==> src/rtl/rv32i_instruction_loader.sv <==
// Byte-stream instruction loader: length header, little-endian words, XOR trailer.
// Holds the core in reset while words are pushed into instruction memory.
module rv32i_instruction_loader #(
    parameter logic [31:0] BASE_ADDR  = 32'd0,
    parameter int          MAX_WORDS  = 1024,
    parameter int          WR_TIMEOUT = 64
) (
    input  logic        i_clk,
    input  logic        i_rst,
    input  logic        i_load_start,
    input  logic        i_byte_valid,
    input  logic [7:0]  i_byte_data,
    output logic        o_byte_ready,
    output logic        o_instruction_wr_en,
    output logic [31:0] o_instruction_wr_addr,
    output logic [31:0] o_instruction_wr_data,
    input  logic        i_instruction_wr_valid,
    output logic        o_core_rst,
    output logic        o_load_done,
    output logic        o_load_error
);

    localparam int TW = $clog2(WR_TIMEOUT) + 1;
    localparam logic [TW-1:0] TMO_LAST = TW'(WR_TIMEOUT - 1);

    typedef enum logic [2:0] {
        IDLE, HDR, DATA, WRITE, CHK, DONE, ERR
    } state_t;

    state_t        state_q, state_d;
    logic [1:0]    idx_q, idx_d;
    logic [31:0]   word_q, word_d;
    logic [31:0]   cnt_q, cnt_d;
    logic [31:0]   addr_q, addr_d;
    logic [31:0]   wdata_q, wdata_d;
    logic [7:0]    chk_q, chk_d;
    logic [TW-1:0] tmo_q, tmo_d;

    logic        xfer;
    logic [31:0] asm_w;

    // Bytes arrive LSB first, so each new byte enters at the top.
    assign asm_w = {i_byte_data, word_q[31:8]};
    assign xfer  = i_byte_valid & o_byte_ready;

    assign o_byte_ready = (state_q == HDR) || (state_q == DATA)
                       || (state_q == CHK);
    assign o_core_rst            = o_byte_ready || (state_q == WRITE);
    assign o_instruction_wr_en   = (state_q == WRITE);
    assign o_instruction_wr_addr = addr_q;
    assign o_instruction_wr_data = wdata_q;
    assign o_load_done           = (state_q == DONE);
    assign o_load_error          = (state_q == ERR);

    always_ff @(posedge i_clk or posedge i_rst) begin
        if (i_rst) begin
            state_q <= IDLE;
            idx_q   <= '0;
            word_q  <= '0;
            cnt_q   <= '0;
            addr_q  <= '0;
            wdata_q <= '0;
            chk_q   <= '0;
            tmo_q   <= '0;
        end else begin
            state_q <= state_d;
            idx_q   <= idx_d;
            word_q  <= word_d;
            cnt_q   <= cnt_d;
            addr_q  <= addr_d;
            wdata_q <= wdata_d;
            chk_q   <= chk_d;
            tmo_q   <= tmo_d;
        end
    end

    always_comb begin
        state_d = state_q;
        idx_d   = idx_q;
        word_d  = word_q;
        cnt_d   = cnt_q;
        addr_d  = addr_q;
        wdata_d = wdata_q;
        chk_d   = chk_q;
        tmo_d   = tmo_q;
        unique case (state_q)
            IDLE, DONE, ERR: begin
                if (i_load_start) begin
                    state_d = HDR;
                    idx_d   = '0;
                    word_d  = '0;
                    chk_d   = '0;
                end
            end
            HDR: begin
                if (xfer) begin
                    word_d = asm_w;
                    idx_d  = idx_q + 2'd1;
                    if (idx_q == 2'd3) begin
                        if (asm_w == 32'd0) begin
                            state_d = DONE;
                        end else if (asm_w > 32'(MAX_WORDS)) begin
                            state_d = ERR;
                        end else begin
                            state_d = DATA;
                            addr_d  = BASE_ADDR;
                            cnt_d   = asm_w;
                        end
                    end
                end
            end
            DATA: begin
                if (xfer) begin
                    word_d = asm_w;
                    chk_d  = chk_q ^ i_byte_data;
                    idx_d  = idx_q + 2'd1;
                    if (idx_q == 2'd3) begin
                        wdata_d = asm_w;
                        tmo_d   = '0;
                        state_d = WRITE;
                    end
                end
            end
            WRITE: begin
                // An acknowledge on the last allowed cycle still counts.
                if (i_instruction_wr_valid) begin
                    addr_d  = addr_q + 32'd4;
                    cnt_d   = cnt_q - 32'd1;
                    state_d = (cnt_q == 32'd1) ? CHK : DATA;
                end else if (tmo_q == TMO_LAST) begin
                    state_d = ERR;
                end else begin
                    tmo_d = tmo_q + 1'b1;
                end
            end
            CHK: begin
                if (xfer) begin
                    state_d = (i_byte_data == chk_q) ? DONE : ERR;
                end
            end
            default: state_d = IDLE;
        endcase
    end

endmodule

==> config.mk <==
export PLATFORM = sky130hd
export DESIGN_NAME = rv32i_instruction_loader
export DESIGN_NICKNAME = d
export VERILOG_FILES = /design/src/rtl/rv32i_instruction_loader.sv
export SDC_FILE = /design/constraint.sdc
export NUM_CORES = 1
export LEC_CHECK = 0
export ABC_AREA = 1
export CORE_MARGIN = 10
export CORE_UTILIZATION = 45
export DETAILED_ROUTE_END_ITERATION = 12
export DONT_BUFFER_PORTS = 1
export PLACE_DENSITY = 0.7
export SYNTH_ARGS = -nofsm -noshare
export SYNTH_HDL_FRONTEND = slang
export SYNTH_SLANG_ARGS = --single-unit
==> constraint.sdc <==
create_clock -name i_clk -period 5.15 [get_ports i_clk]
set_input_delay 1.545 -clock i_clk [delete_from_list [all_inputs] [get_ports i_clk]]
set_output_delay 1.545 -clock i_clk [all_outputs]
set_load 0.05 [all_outputs]
==> reports/results.txt <==
status - finished, final reports clean
Initial Util - 45.4%
CTS-repair resized insts - 0
CTS tree - built
Max Fclk - 261 MHz
yosys warns - 0
Die ar. - 22900 sq um
Synth cell types - 32
initial antenna violation count - 0
Slew HR - 23.8%
core footprint - 17100 sq um
DP HPWL - 14.0 mm
hold endpoint - word_q[11]$_DFFE_PP0P_
Synth Flop Type - dfrtp_1
CP Launch Type - flip-flop
capture point of the worst reg-to-reg path - cnt_q[13]$_DFFE_PP0P_
Worst-path clk slew - 0.06 ns
DRT iter0 DRCs - 443
final hold vios - 0
CP cell instances - inv_1 > nand3_2 > nand2_1 > buf_4 > inv_4 > nand3_1
Post-Syn Area - 7780 sq um
unrepaired setup endpoints after global routing - no
max cap viols - 0
vias in the first global route - 6544
Antenna Nets Post-Route - 0
worst skew pair latency - 0.43 ns
Detailed Route WL - 19.4 mm
Area Growth Syn to Fin - 9.91%
max-slew violation count - 0
Pre-antenna DRT Iters - 5
CP max-delay cell - dfrtp_1
Reg2Reg Depth - 11
Post-CTS Setup Bufs - 0
largest net degree at the start of global routing - 94
setup TNS - 0 ns
crit path max fanout - 29
CTS Root Buffer Type - clkbuf_16
max incr delay on CP - 0.44 ns
P_leak - 4.15 nW
# diodes - 0
Worst IR Drop VDD - 325 uV
H-tree depth - 4
die height - 151 um
GRT overflow - 0
CTS Buffer Depth - 2
Worst Path Required - 3.61 ns
Vias/cell - 5.09
syn avg cell area - 7.01 sq um
Ports - 82
Crit Path Class - flip-flop to output pin
ys async rst share - 100%
hold_ws - 0.511 ns
Worst Setup End Kind - output pin
Sink Count - 138
EDFF count, synth - 0
Worst Tran Pin Value - 1.14 ns
sequential area share after synthesis - 44.4%
global-route wire length before repair - 32.9 mm
Hold Crit Depth - 2
CTS buffer count - 17
register bit total from synthesis - 138
Post-DP Area - 7940 sq um
chip width - 151 um
Layout Nets - 1116
Critical path buffers and inverters - 3
share of layout cells above drive strength 1 - 5.49%
P per Cell Area - 593 nW/um^2
FP Rows - 48
gr usage total - 17.7%
via count - 6796
cell family with most CP delay - simple AND/OR/NAND/NOR gates
GPL Wtd Cong - 0.909
WL per Instance - 14.6 um
setup violators final - 0
fin crit share - 74.5%
R2R Setup Slk - 2.09 ns
crit path DAT - 2.29 ns
Mapped Cells - 1109
detailed-route DRC error count - 0
HP Start - word_q[19]$_DFFE_PP0P_
worst r2r src - state_q[2]$_DFFE_PP0P_
post-route design area - 8550 sq um
Period minus WS final - 3.84 ns
clock skew - 0.00390 ns
Port Buffers - 0
CTS Hold Buffers Added - 0
Hold Crit Class - flip-flop to flip-flop
## synthesized netlist by cell type, types with 2 or more instances
cell type  instances  area share (%)
xor2_1            19             2.1
nand3_1           78             5.0
o21bai_1           2            0.19
or2_2              8            0.64
ha_1               5            0.80
o21ai_0           77             5.0
dfrtp_1          138              44
clkbuf_1          18            0.87
inv_1             89             4.3
buf_4             12             1.2
nor3_1             8            0.51
a21oi_1            4            0.26
nand3_2            3            0.39
o21ai_1            9            0.58
clkinv_1           2           0.097
nand2_1          410              20
xnor2_1           24             2.7
nor2_1           163             7.9
nand4_1           18             1.4
a21oi_2            2            0.23
buf_2              7            0.45
nor2_2             3            0.24
## worst max path at each step
stage / end / start / depth (start not counted)
floorplan: chk_q[0]$_DFFE_PP0P_ / i_rst / 1
global placement: o_core_rst / state_q[0]$_DFFE_PP0P_ / 6
detailed placement: o_core_rst / state_q[0]$_DFFE_PP0P_ / 6
CTS: o_core_rst / state_q[0]$_DFFE_PP0P_ / 6
global route: o_core_rst / state_q[0]$_DFFE_PP0P_ / 6
finish: o_core_rst / state_q[0]$_DFFE_PP0P_ / 6
## area by class of cell
class	count	area, sq um
Clock buffer	17	425
Multi-Input combinational cell	842	3790
Inverter	93	355
Fill cell	1653	8570
Timing Repair Buffer	6	57.6
Sequential cell	138	3450
Clock inverter	15	184
Tap cell	225	282
## where the power goes
part           leakage (nW)  internal (mW)  switching (mW)
clock                 0.297          0.734           0.534
combinational          1.98          0.647            1.50
sequential             1.88           1.32           0.338
## worst register-to-register path, cell delays in order, from the launching register on
cell and delay [ns]:
dfrtp_1 0.42, inv_2 0.12, nand3_2 0.43, buf_4 0.40
nor2_2 0.14, nor3_1 0.06, o21ai_1 0.18, inv_1 0.21
nand2_2 0.33, buf_4 0.50, nand2_1 0.13, nand2_1 0.09
## registers in the layout (all words and copies together) (netlist names)
name and cells:
idx_q 2, o_instruction_wr_data 32, cnt_q 32, tmo_q 7
o_instruction_wr_addr 30, word_q 24, state_q 3, chk_q 8
## layout by cell type (no fill, tap or decap), types with 2 or more instances in the layout
master      Yosys  layout
nand2_1       410     410
nor2_1        163     163
dfrtp_1       138     138
inv_1          89      88
nand3_1        78      78
o21ai_0        77      77
xnor2_1        24      24
xor2_1         19      19
nand4_1        18      18
clkbuf_16       0      17
o21ai_1         9       9
nor3_1          8       8
or2_2           8       8
ha_1            5       5
buf_4          12       5
a21oi_1         4       4
inv_6           0       4
nand3_2         3       3
nor2_2          3       3
clkinv_4        0       3
inv_8           0       3
inv_2           1       2
a21oi_4         1       2
clkinvlp_4      0       2
o21bai_1        2       2
conb_1          1       2
bufinv_16       0       2
## logic make-up after synthesis
group,count (synthesis),synth area share (%)
xor+xnor,43,4.84
compound gates,98,6.71
simple gates,694,36.2
flops,138,44.4
fa+ha+maj,5,0.804
buf+inv,130,7.00
other cells,1,0.0482
## metal layers
layer  track usage, %  vias up  part of all wire (%)
li1                 -     3455                     -
met1             23.2     3148                    46
met2             27.7      168                    46
met3             5.58       25                   6.9
met4             4.72        0                   1.4
met5                0        -                     0
## metrics by stage
stage          std cells  utilization, %  total power, mW  worst slack [ns]
3_3_place_gp        1304            46.4             3.77              1.78
2_1_floorplan       1110               -             3.38              1.88
4_1_cts             1336            49.9             5.10              1.30
3_5_place_dp        1304            46.4             3.82              1.77
5_1_grt             1336            49.9             5.52              1.14
6_report            1336            49.9             5.07              1.31
No activity file was read; power rests on OpenSTA's default activity.
